### src/rtl/agu_pkg.sv
// Shared types and constants for the AGU execute stage.
package agu_pkg;

   // RV32 load/store funct3 encodings
   localparam logic [2:0] F3_B  = 3'b000;
   localparam logic [2:0] F3_H  = 3'b001;
   localparam logic [2:0] F3_W  = 3'b010;
   localparam logic [2:0] F3_BU = 3'b100;
   localparam logic [2:0] F3_HU = 3'b101;

   // One formatted memory request as seen by the load/store unit
   typedef struct packed {
      logic [31:0] addr;
      logic [31:0] store_data;
      logic [3:0]  byte_en;
      logic [2:0]  funct3;
      logic        is_store;
      logic [5:0]  rd_tag;
      logic        rd_tag_valid;
      logic        misaligned;
   } agu_lsq_entry_t;

   localparam int unsigned ENTRY_W = $bits(agu_lsq_entry_t);

   // Alignment or illegal-encoding fault for an access of the given funct3.
   // Unsigned variants are load-only, so a store with funct3[2] set is illegal.
   function automatic logic agu_misaligned(input logic [2:0] funct3,
                                           input logic [1:0] addr_lo,
                                           input logic       is_store);
      logic fault;
      fault = 1'b0;
      case (funct3)
         F3_B, F3_BU: fault = 1'b0;
         F3_H, F3_HU: fault = addr_lo[0];
         F3_W:        fault = (addr_lo != 2'b00);
         default:     fault = 1'b1;
      endcase
      if (is_store && funct3[2]) begin
         fault = 1'b1;
      end
      return fault;
   endfunction

endpackage

### src/rtl/agu_out_fifo.sv
// In-order output buffer of formatted AGU requests with synchronous flush.
module agu_out_fifo
   import agu_pkg::*;
#(
   parameter int unsigned DEPTH = 2
) (
   input  logic                     clk,
   input  logic                     rst,
   input  logic                     flush,
   input  logic                     push,
   input  agu_lsq_entry_t           push_data,
   input  logic                     pop,
   output agu_lsq_entry_t           pop_data,
   output logic [$clog2(DEPTH):0]   count
);

   localparam int unsigned PtrW = $clog2(DEPTH);
   localparam int unsigned CntW = PtrW + 1;

   logic [PtrW-1:0] wr_ptr_q, wr_ptr_d;
   logic [PtrW-1:0] rd_ptr_q, rd_ptr_d;
   logic [CntW-1:0] count_q, count_d;
   logic            do_push, do_pop;

   agu_lsq_entry_t  mem_q [DEPTH];

   // Guard against overflow/underflow even if the caller misbehaves
   assign do_push = push & (count_q != CntW'(DEPTH));
   assign do_pop  = pop & (count_q != '0);

   // Next-state for pointers and occupancy; flush wins over push/pop
   always_comb begin
      wr_ptr_d = wr_ptr_q;
      rd_ptr_d = rd_ptr_q;
      count_d  = count_q;
      if (flush) begin
         wr_ptr_d = '0;
         rd_ptr_d = '0;
         count_d  = '0;
      end else begin
         if (do_push) begin
            wr_ptr_d = wr_ptr_q + PtrW'(1);
         end
         if (do_pop) begin
            rd_ptr_d = rd_ptr_q + PtrW'(1);
         end
         case ({do_push, do_pop})
            2'b10:   count_d = count_q + CntW'(1);
            2'b01:   count_d = count_q - CntW'(1);
            default: count_d = count_q;
         endcase
      end
   end

   // Pointer and occupancy registers
   always_ff @(posedge clk) begin
      if (rst) begin
         wr_ptr_q <= '0;
         rd_ptr_q <= '0;
         count_q  <= '0;
      end else begin
         wr_ptr_q <= wr_ptr_d;
         rd_ptr_q <= rd_ptr_d;
         count_q  <= count_d;
      end
   end

   // Entry storage; cleared on reset so idle outputs read zero
   always_ff @(posedge clk) begin
      if (rst) begin
         for (int i = 0; i < int'(DEPTH); i++) begin
            mem_q[i] <= '0;
         end
      end else if (!flush && do_push) begin
         mem_q[wr_ptr_q] <= push_data;
      end
   end

   assign pop_data = mem_q[rd_ptr_q];
   assign count    = count_q;

endmodule

### src/rtl/agu_exec_stage.sv
// AGU execute stage: effective address, alignment check, store formatting,
// buffered towards the load/store unit.
module agu_exec_stage
   import agu_pkg::*;
#(
   parameter int unsigned DEPTH = 2
) (
   input  logic        clk,
   input  logic        rst,
   input  logic        flush,
   input  logic        issue_valid,
   output logic        issue_ready,
   input  logic [31:0] issue_op1_data,
   input  logic [31:0] issue_op2_data,
   input  logic [31:0] issue_agu_imm,
   input  logic [2:0]  issue_funct3,
   input  logic        issue_agu_ls,
   input  logic [5:0]  issue_rd_tag,
   input  logic        issue_rd_tag_valid,
   output logic        lsq_valid,
   input  logic        lsq_ready,
   output logic [31:0] lsq_addr,
   output logic [31:0] lsq_store_data,
   output logic [3:0]  lsq_byte_en,
   output logic [2:0]  lsq_funct3,
   output logic        lsq_is_store,
   output logic [5:0]  lsq_rd_tag,
   output logic        lsq_rd_tag_valid,
   output logic        lsq_misaligned
);

   localparam int unsigned CntW = $clog2(DEPTH) + 1;

   logic [31:0]    eff_addr;
   logic [1:0]     size;
   logic           misaligned;
   logic [3:0]     byte_en;
   logic [31:0]    store_data;
   agu_lsq_entry_t push_entry;
   agu_lsq_entry_t head_entry;
   logic [CntW-1:0] fifo_count;
   logic           push, pop;

   // Address generation and request formatting
   always_comb begin
      eff_addr   = issue_op1_data + issue_agu_imm;
      size       = issue_funct3[1:0];
      misaligned = agu_misaligned(issue_funct3, eff_addr[1:0], issue_agu_ls);
      byte_en    = 4'b0000;
      store_data = '0;

      // Faulting requests touch no lanes
      if (!misaligned) begin
         case (size)
            2'b00:   byte_en = 4'b0001 << eff_addr[1:0];
            2'b01:   byte_en = eff_addr[1] ? 4'b1100 : 4'b0011;
            2'b10:   byte_en = 4'b1111;
            default: byte_en = 4'b0000;
         endcase
      end

      // Replicate narrow store data across lanes so byte_en alone selects it
      if (issue_agu_ls) begin
         case (size)
            2'b00:   store_data = {4{issue_op2_data[7:0]}};
            2'b01:   store_data = {2{issue_op2_data[15:0]}};
            2'b10:   store_data = issue_op2_data;
            default: store_data = '0;
         endcase
      end

      push_entry.addr         = eff_addr;
      push_entry.store_data   = store_data;
      push_entry.byte_en      = byte_en;
      push_entry.funct3       = issue_funct3;
      push_entry.is_store     = issue_agu_ls;
      push_entry.rd_tag       = issue_rd_tag;
      push_entry.rd_tag_valid = issue_rd_tag_valid;
      push_entry.misaligned   = misaligned;
   end

   // No pass-through when full: a pop this cycle does not free space for a push
   assign issue_ready = (fifo_count != CntW'(DEPTH)) & ~flush & ~rst;
   assign push        = issue_valid & issue_ready;
   assign lsq_valid   = (fifo_count != '0);
   assign pop         = lsq_valid & lsq_ready;

   agu_out_fifo #(
      .DEPTH (DEPTH)
   ) u_out_fifo (
      .clk       (clk),
      .rst       (rst),
      .flush     (flush),
      .push      (push),
      .push_data (push_entry),
      .pop       (pop),
      .pop_data  (head_entry),
      .count     (fifo_count)
   );

   assign lsq_addr         = head_entry.addr;
   assign lsq_store_data   = head_entry.store_data;
   assign lsq_byte_en      = head_entry.byte_en;
   assign lsq_funct3       = head_entry.funct3;
   assign lsq_is_store     = head_entry.is_store;
   assign lsq_rd_tag       = head_entry.rd_tag;
   assign lsq_rd_tag_valid = head_entry.rd_tag_valid;
   assign lsq_misaligned   = head_entry.misaligned;

endmodule
### config.mk
export PLATFORM = sky130hd
export DESIGN_NAME = agu_exec_stage
export DESIGN_NICKNAME = d
export VERILOG_FILES = /design/src/rtl/agu_pkg.sv /design/src/rtl/agu_out_fifo.sv /design/src/rtl/agu_exec_stage.sv
export SDC_FILE = /design/constraint.sdc
export NUM_CORES = 1
export LEC_CHECK = 0
export CAP_MARGIN = 20
export CORE_ASPECT_RATIO = 0.6
export CORE_MARGIN = 2
export CORE_UTILIZATION = 59
export DETAILED_ROUTE_END_ITERATION = 7
export DONT_BUFFER_PORTS = 1
export PLACE_DENSITY_LB_ADDON = 0.08
export REMOVE_ABC_BUFFERS = 1
export SETUP_SLACK_MARGIN = 0.02
export SLEW_MARGIN = 20
export SYNTH_ARGS = -nofsm -noshare
export SYNTH_HDL_FRONTEND = slang
export SYNTH_SLANG_ARGS = --single-unit
### constraint.sdc
create_clock -name clk -period 10.9 [get_ports clk]
set_input_delay 2.725 -clock clk [delete_from_list [all_inputs] [get_ports clk]]
set_output_delay 2.725 -clock clk [all_outputs]
set_load 0.005 [all_outputs]
; Yosys cells after proc, flatten, opt, wreduce, memory -nomap -nowiden
; Memory sizes are Yosys's and may differ from the RTL's. A register that Yosys moved wholly into a read port is not among the register bits.
; Cells that the tools add are included.
; W data, S select, Z words.
[word_totals]
ff_bits = 4
ramBits = 160
in_bits = 112
word_cells = 57
n_memories = 1
[memory_table]
columns = memory, depth, width, read_ports, rd_clocked_by_memory_dff, write_ports, line
row1 = u_out_fifo.mem_q, 2, 80, 1, 1, 2, agu_out_fifo.sv:25  ; agu_lsq_entry_t mem_q [DEPTH];
[op_classes]
n_addsub = 5
eq_ne = 9
n_shift = 1
n_mux = 18
bitwise = 8
reduce_logical = 12
[op_table]
columns = op, n
row1 = $pmux W32 S3, 1
row2 = $mux W80, 1
row3 = $reduce_or A80 Y1, 1
row4 = $add A32 B32 Y32, 1
row5 = $mux W32, 1
row6 = $pmux W4 S3, 1
row7 = $mux W1, 10
row8 = $mux W4, 2
row9 = $and A1 B1 Y1, 6
row10 = $eq A3 B3 Y1 const B, 2
row11 = $reduce_bool A2 Y1, 3
row12 = $reduce_or A2 Y1, 3
row13 = $eq A2 B1 Y1 const B, 2
row14 = $eq A2 B2 Y1 const B, 2
row15 = $pmux W2 S2, 1
row16 = $shl A1 B2 Y4 const A, 1
row17 = $eq A3 B1 Y1 const B, 1
row18 = $eq A3 B2 Y1 const B, 1
row19 = $logic_not A3 Y1, 1
row20 = $pmux W1 S3, 1
row21 = $add A1 B1 Y1 const B, 2
row22 = $add A2 B1 Y2 const B, 1
row23 = $logic_and A1 B1 Y1, 2
row24 = $logic_not A2 Y1, 1
row25 = 4 further kinds, 5

; Logic depth before layout (Yosys ltp)
; Gate-level depths: netlist (run 1).
[depth]
depth_word = 11
depth_mapped = 10
mapped_depth_nobuf = 10

; By module
; From an unflattened synthesis (run 1), not the netlist that was laid out.
[hier_totals]
cells_unflattened = 806
hier_area_um2 = 9484.1
[modules_own_cells]
columns = mod, instances, cells_each, area_each_um2, seq_area_each_um2
row1 = agu_out_fifo, 1, 454, 7150.6, 4904.7
row2 = agu_exec_stage, 1, 352, 2333.5, 0.0

; Worst setup path before layout (run 1)
; No wires, ideal clock.
[synth_path]
path_type = input -> output
start = in rst
end = out issue_ready
arrival_ps = 3240
setup_slack_ps = 4935
cell_stages = 2
n_path_buf = 1
path_cell_list = clkbuf_1 -> a211oi_1
[synth_between]
elab_chain_len = 2
[synth_lines]
columns = element, line
row1 = from (decl), agu_exec_stage.sv:9  ; input logic rst,
row2 = $not A1 Y1, agu_exec_stage.sv:83  ; assign issue_ready = (fifo_count != CntW'(DEPTH)) & ~flush & ~rst;
row3 = $and A1 B1 Y1, agu_exec_stage.sv:83
row4 = to (decl), agu_exec_stage.sv:12  ; output logic issue_ready,
; No other way between the ends.

; Worst setup path after layout (run 1)
[layout_path]
start = in flush
end = out issue_ready
[layout_between]
elab_chain_len = 3
[layout_lines]
columns = element, line
row1 = from (decl), agu_exec_stage.sv:10  ; input logic flush,
row2 = $not A1 Y1, agu_exec_stage.sv:83
row3 = $and A1 B1 Y1 (2 in series), agu_exec_stage.sv:83
; No other way between the ends.

==> key figures, run 1 <==
Pwr
  • Switching Fraction: between 20% and 30%
  • Max VDD drop: approximately 91 uV
  • Leakage: 3.647 nW
  • Int Power: about 1.1 mW
  • Flop pwr share: approximately half
  • P_sw: between 0.3 and 0.4 mW
  • Clk pwr share: between 30% and 40%
  • Pwr dens: ~150 nW/um^2
  • Combinational share of power: between 10 and 15%

Synthesis
  • Unique cell type count in the Yosys netlist: between 50 and 60
  • Seq/Total Area, Yosys: 54.05%
  • Average size of a mapped cell: about 11 sq um
  • Post-Syn Area: 9074 sq um
  • Synth Instances: 822
  • Top FF cell, synth: edfxtp_1
  • #FFs+latches synth: roughly 170
  • Synthesis Warnings: 0
  • Number of synthesized flops with an enable pin: 160
  • Post-synth ARST share: 0%

Drt
  • Post-DRT Antenna Nets: 0
  • Drt pass-1 iters: 5
  • Initial DRC count: around 460
  • Routed wire length per instance: approximately 20 um
  • Routed WL: roughly 21 mm
  • DR vias: between 6000 and 7000
  • DRC violations left: 0
  • Vias per cell: roughly 6.2

Worst hold path
  • Hold Crit Start: u_out_fifo.wr_ptr_q
  • Hold Path Class: register to register

Worst setup path
  • WS Path Type: input port to output port
  • Worst path max stage delay: ~0.57 ns
  • Critical-path cell list: a211oi_1
  • RR Startpoint: u_out_fifo.count[0]
  • Worst Path Max Fanout: 6
  • Worst path bufs/invs: 0
  • Top cell family by delay on the critical path: compound AO/OA/AOI/OAI gates
  • CP Launch Type: input port
  • WP data required: just over 8 ns
  • Endpoint type of the worst setup path: output port
  • CP startpoint: flush
  • Slowest CP cell: a211oi_1
  • Worst Path Arrival: 3.30 ns

Placement
  • Pre-CTS setup slack: roughly 4.9 ns
  • HPWL after detailed placement: 14.04 mm
  • Final RePlAce weighted congestion: 0.8886
  • Port bufs: 0
  • Dpl cells: between 900 and 1000

Timing
  • Worst Tran Pin Value: 0.8300 ns
  • RSZ-0062 raised after global routing: no
  • Setup Viol. Count Final: 0
  • Total Neg Setup Slack: 0 ns
  • Slack of the critical path: between 4 and 5 ns
  • Slew HR: between 40% and 50%
  • Final worst-path cycle share: 55.27%
  • Final hold slack: ~0.52 ns
  • Max-slew violations: 0
  • Final hold violations: 0
  • Achievable clock frequency: 166.0 MHz
  • Setup Skew: 0.01121 ns
  • Min Tclk post-route: 6.025 ns

Clock network
  • Postcts setup bufs: 0
  • Cells resized by post-CTS repair: 0
  • Clock Latency Late Sink: about 0.42 ns
  • CTS tree: done
  • Post-CTS Hold Buffers: 0
  • Num CTS Buffers: 17
  • Clock-pin slew on the worst setup and hold paths: 0.07 ns
  • H-tree Lvls: 4
  • Clock root cell: clkbuf_16
  • Clock Path Buffers: 2
  • # clock sinks: between 150 and 200

GRT
  • First-pass GRT wire length: 32.31 mm
  • Gr busiest metal: met1
  • Vias in the first global route: ~6000
  • Initial antenna violation count: 1
  • GR Util All Layers: between 20% and 30%
  • Total grt overflow: 0
  • GRT met2 Usage: a little under two fifths
  • Largest net degree at the start of global routing: roughly 80
  • Grt met1 use: 38.08%
  • GR Util met3: 8.719%

Die
  • Die Width: 164.1 um
  • Die Ht: approximately 100 um
  • Starting Density: between 50% and 60%
  • Die Area: around 16000 sq um
  • Core area: ~15000 sq um
  • Rows: 35
  • IO Pins: 194

Final layout
  • Commonest non-fill, non-tap cells in the layout: edfxtp_1 (160), nor2_1 (124), mux2_2 (80)
  • Synthesis-to-finish area growth: 8.108%
  • Antenna cells: 0
  • Layout fillers: between 1000 and 1500
  • Final nets: between 900 and 1000
  • Final non-filler cell total: 1026
  • Share of layout cells above drive strength 1: between 10% and 20%
  • Most common cell after layout, fill and taps aside: edfxtp_1

Run status
  • Status: finished, final reports clean

Flow run
  • Maxcap violations: 0
-- cells by family (layout without fill, tap and decap cells) --
logic type | after synthesis | after routing | share of synthesized area, %
flops | 165 | 165 | 54.05
buf+inv | 52 | 53 | 2.234
mux | 80 | 80 | 9.928
xor+xnor | 26 | 26 | 2.510
compound gates | 174 | 174 | 11.54
simple gates | 292 | 292 | 15.10
fa+ha+maj | 33 | 33 | 4.633
-- state kept, by name (all words and copies together) (netlist names), named ones only --
name / count
u_out_fifo.rd_ptr_q: 1
u_out_fifo.count: 2
u_out_fifo.wr_ptr_q: 1
u_out_fifo.mem_q: 160
-- cell usage after synthesis, types with 3 or more instances --
cell	count	area, sq um
o211ai_1	4	30.03
a211oi_1	8	60.06
or3_1	3	18.77
a21o_1	16	120.1
nand2_1	53	198.9
edfxtp_1	160	4805
nand3_1	11	55.05
a31oi_1	6	37.54
nor3b_1	8	60.06
mux2_2	80	900.9
o21a_1	4	30.03
o21ai_0	28	140.1
a21oi_1	69	345.3
nand2b_1	6	37.54
ha_1	32	400.4
o21bai_1	6	45.04
dfxtp_1	5	100.1
and3_1	8	50.05
nor2_1	124	465.5
nand4_1	5	31.28
and2_1	35	219.0
clkbuf_1	35	131.4
xnor2_1	18	157.7
nor2b_1	15	93.84
xor2_1	8	70.07
inv_1	13	48.80
o21ai_1	15	75.07
nor3_1	15	75.07
-- per-layer routing --
metal	wire length, um	share of wire [%]
met2	8941	43
met1	9451	45
met4	264	1.3
met3	2351	11
met5	0	0
-- power groups by stage --
stage	sequential, mW	clock, mW	combinational, mW
2_1_floorplan	0.748	0	0.151
3_3_place_gp	0.745	0	0.194
3_5_place_dp	0.747	0	0.198
4_1_cts	0.733	0.569	0.200
5_1_grt	0.736	0.597	0.222
6_report	0.733	0.562	0.202
-- layout make-up --
type,count,area [sq um],area share [%]
timing repair buffer,7,60.06,0.6122
sequential,165,4908,50.04
inverter,14,52.55,0.5357
tap,203,254.0,2.589
clock inverter,15,117.6,1.199
multi-input combinational,605,3991,40.69
clock buffer,17,425.4,4.337
-- final timing paths --
check | to | slack [ns] | cells past startpoint
worst max-delay path | issue_ready | 4.88 | 1
worst min-delay path | u_out_fifo.wr_ptr_q | 0.52 | 2
worst max register to register | u_out_fifo.mem_q[1][31] | 8.12 | 6
worst min register to register | u_out_fifo.wr_ptr_q | 0.52 | 2
-- metrics by stage --
stage,instance area (sq um),util [%],total power [mW]
2_1_floorplan,8924,-,0.8984
3_3_place_gp,9259,60.93,0.9395
3_5_place_dp,9259,60.93,0.9452
4_1_cts,9802,64.50,1.502
5_1_grt,9809,64.55,1.555
6_report,9809,64.55,1.496
Note: power is estimated with default switching activity, not from simulation.
==> run 2, diff against run 1 <==
Clock period 10.9 ns to 6.1 ns, I/O delays scaled along.
==> run 2 against run 1 <==
Sequential share of layout area shrank 0.46 points. Critical path type is now input port to register. Via count decreased by 0.42%. Count of clock-buffer cells in the layout is the same. Cell area grew 0.93%. Critical path depth up 9. Clock skew down 0.00083 ns. First-iteration DRC count rose by 33%. Flip-flop and latch count unchanged. Non-clock buffer count unchanged. Wire length rose by 1.1%.
==> key figures, run 2 (synthesis gave the netlist of run 1 again) <==
GRT
  • Initial antenna violation count: 2 (+1)
  • GR Util All Layers: 26.04% (+0.18 points)
  • First-pass GRT wire length: 32.48 mm (+0.51%)
  • Vias in the first global route: 6133 (-0.11%)
  • Total grt overflow: 0 (unchanged)
  • Largest net degree at the start of global routing: 81 (unchanged)

Clock network
  • Clock Latency Late Sink: 0.42 ns (about the same)
  • # clock sinks: 165 (unchanged)
  • CTS tree: done
  • Postcts setup bufs: 0 (unchanged)
  • Clock root cell: clkbuf_16
  • Post-CTS Hold Buffers: 0 (unchanged)
  • H-tree Lvls: 4 (unchanged)
  • Cells resized by post-CTS repair: 0 (unchanged)
  • Clock-pin slew on the worst setup and hold paths: 0.07 ns (about the same)
  • Clock Path Buffers: 2 (unchanged)
  • Num CTS Buffers: 17 (unchanged)

Timing
  • Slack of the critical path: 2.220 ns (-2.655 ns)
  • Final hold violations: 0 (unchanged)
  • RSZ-0062 raised after global routing: no
  • Setup Skew: 0.01038 ns (-0.0008333 ns)
  • Final worst-path cycle share: 63.60%
  • Slew HR: 23.86% (-21 points)
  • Min Tclk post-route: about 3.9 ns
  • Worst Tran Pin Value: 1.138 ns (+0.3079 ns)
  • Achievable clock frequency: 257.7 MHz
  • Total Neg Setup Slack: 0 ns (unchanged)
  • Max-slew violations: 0 (unchanged)
  • Setup Viol. Count Final: 0 (unchanged)

Drt
  • Vias per cell: 6.214 (-0.42%)
  • Met1 WL: 9.931 mm (+5.1%)
  • DR vias: 6376 (-0.42%)
  • DRC violations left: 0 (unchanged)
  • Initial DRC count: 609 (+33%)
  • Routed met3 length: 2.099 mm (-11%)
  • Routed WL: 21.24 mm (+1.1%)
  • Highest Signal Layer: met4
  • Post-DRT Antenna Nets: 0 (unchanged)
  • Drt pass-1 iters: 5 (unchanged)
  • Routed wire length per instance: 20.71 um (+1.1%)
  • Routed wl met2: 8.964 mm (+0.26%)

Die
  • IO Pins: 194 (unchanged)
  • Starting Density: 59.71% (unchanged)
  • Rows: 35 (unchanged)
  • Die Area: 16420 sq um (unchanged)
  • Die Width: 164.1 um (unchanged)
  • Core area: 15200 sq um (unchanged)
  • Die Ht: 100.1 um (unchanged)

Worst setup path
  • Worst Path Max Fanout: 6 (unchanged)
  • WP data required: 6.24 ns (-1.94 ns)
  • CP startpoint: issue_op1_data[0]
  • CP Launch Type: input port
  • Worst Path Arrival: 4.02 ns (+0.72 ns)
  • WS Path Type: input port to register
  • RR Startpoint: u_out_fifo.count[0]
  • Endpoint type of the worst setup path: register

Final layout
  • Most common cell after layout, fill and taps aside: edfxtp_1
  • Commonest non-fill, non-tap cells in the layout: edfxtp_1 (160), nor2_1 (123), mux2_2 (80)
  • Final nets: 955 (unchanged)
  • Share of layout cells above drive strength 1: 15.80% (+0.24 points)
  • Synthesis-to-finish area growth: 9.115%
  • Post-layout util: 65.15% (+0.60 points)
  • Largest register FFs: 160 (unchanged)
  • Antenna cells: 0 (unchanged)
  • Reg with most FFs: u_out_fifo.mem_q

Placement
  • Port bufs: 0 (unchanged)
  • HPWL after detailed placement: 14.47 mm (+3.1%)
  • Final RePlAce weighted congestion: 0.9446 (+6.3%)
  • Pre-CTS setup slack: 1.864 ns (-3.018 ns)

Flow run
  • Maxcap violations: 0 (unchanged)

Worst hold path
  • Hold Crit Start: u_out_fifo.wr_ptr_q
  • Hold Path Class: register to register

Pwr
  • Leakage: 3.692 nW (+1.2%)
  • Max VDD drop: 170.5 uV (+88%)
  • Pwr dens: 281.4 nW/um^2 (+84%)

Run status
  • Status: finished, final reports clean
run 2: changes by cell type in the layout (fill, tap and decap cells not counted), sizes merged:
cell      change
bufinv        +2
clkinv        -2
clkinvlp      -2
inv           +2
run 2: per-stage QoR:
step	hold WS [ns]	instance area, sq um	power (mW)	std cells
after global routing	0.5633	9901	2.887	1026
final	0.5233	9901	2.786	1026
after detailed placement	0.5096	9244	1.693	992
after floorplan	0.4626	8924	1.605	784
after CTS	0.5220	9851	2.793	1024
after global placement	0.5065	9244	1.681	992
run 2: path summary, 6_finish.rpt:
kind / depth (start not counted) / to / slack [ns]
worst min-delay path: 2 / u_out_fifo.wr_ptr_q / 0.52
worst min register to register: 2 / u_out_fifo.wr_ptr_q / 0.52
worst max-delay path: 10 / u_out_fifo.mem_q[1][70] / 2.22
worst max register to register: 6 / u_out_fifo.mem_q[0][32] / 3.05
run 2: final cells by class:
type	instances	area, sq um
Fill cell	1170	5295
Sequential cell	165	4908
Multi-Input combinational cell	605	3994
Clock buffer	17	425.4
Tap cell	203	254.0
Clock inverter	15	181.4
Timing Repair Buffer	7	85.08
Inverter	14	52.55
run 2: worst max-delay path, cell delays in order:
cell and delay [ns]:
ha_1 0.17, inv_1 0.06, fa_1 0.40, nor2b_1 0.18, o2111ai_1 0.15, a21oi_1 0.41, o2111ai_1 0.32, a21oi_1 0.49
o21ai_1 0.14, nor3b_1 0.16
run 2: power by group:
group          switching, mW  internal, mW
Clock                  0.486         0.624
Combinational          0.228         0.137
Sequential            0.0141          1.30
run 2: routing by layer:
layer	vias to the layer above	track usage (%)
met5	-	0
met4	0	7.422
met3	24	7.355
met2	294	37.08
met1	3063	39.07
li1	2995	-
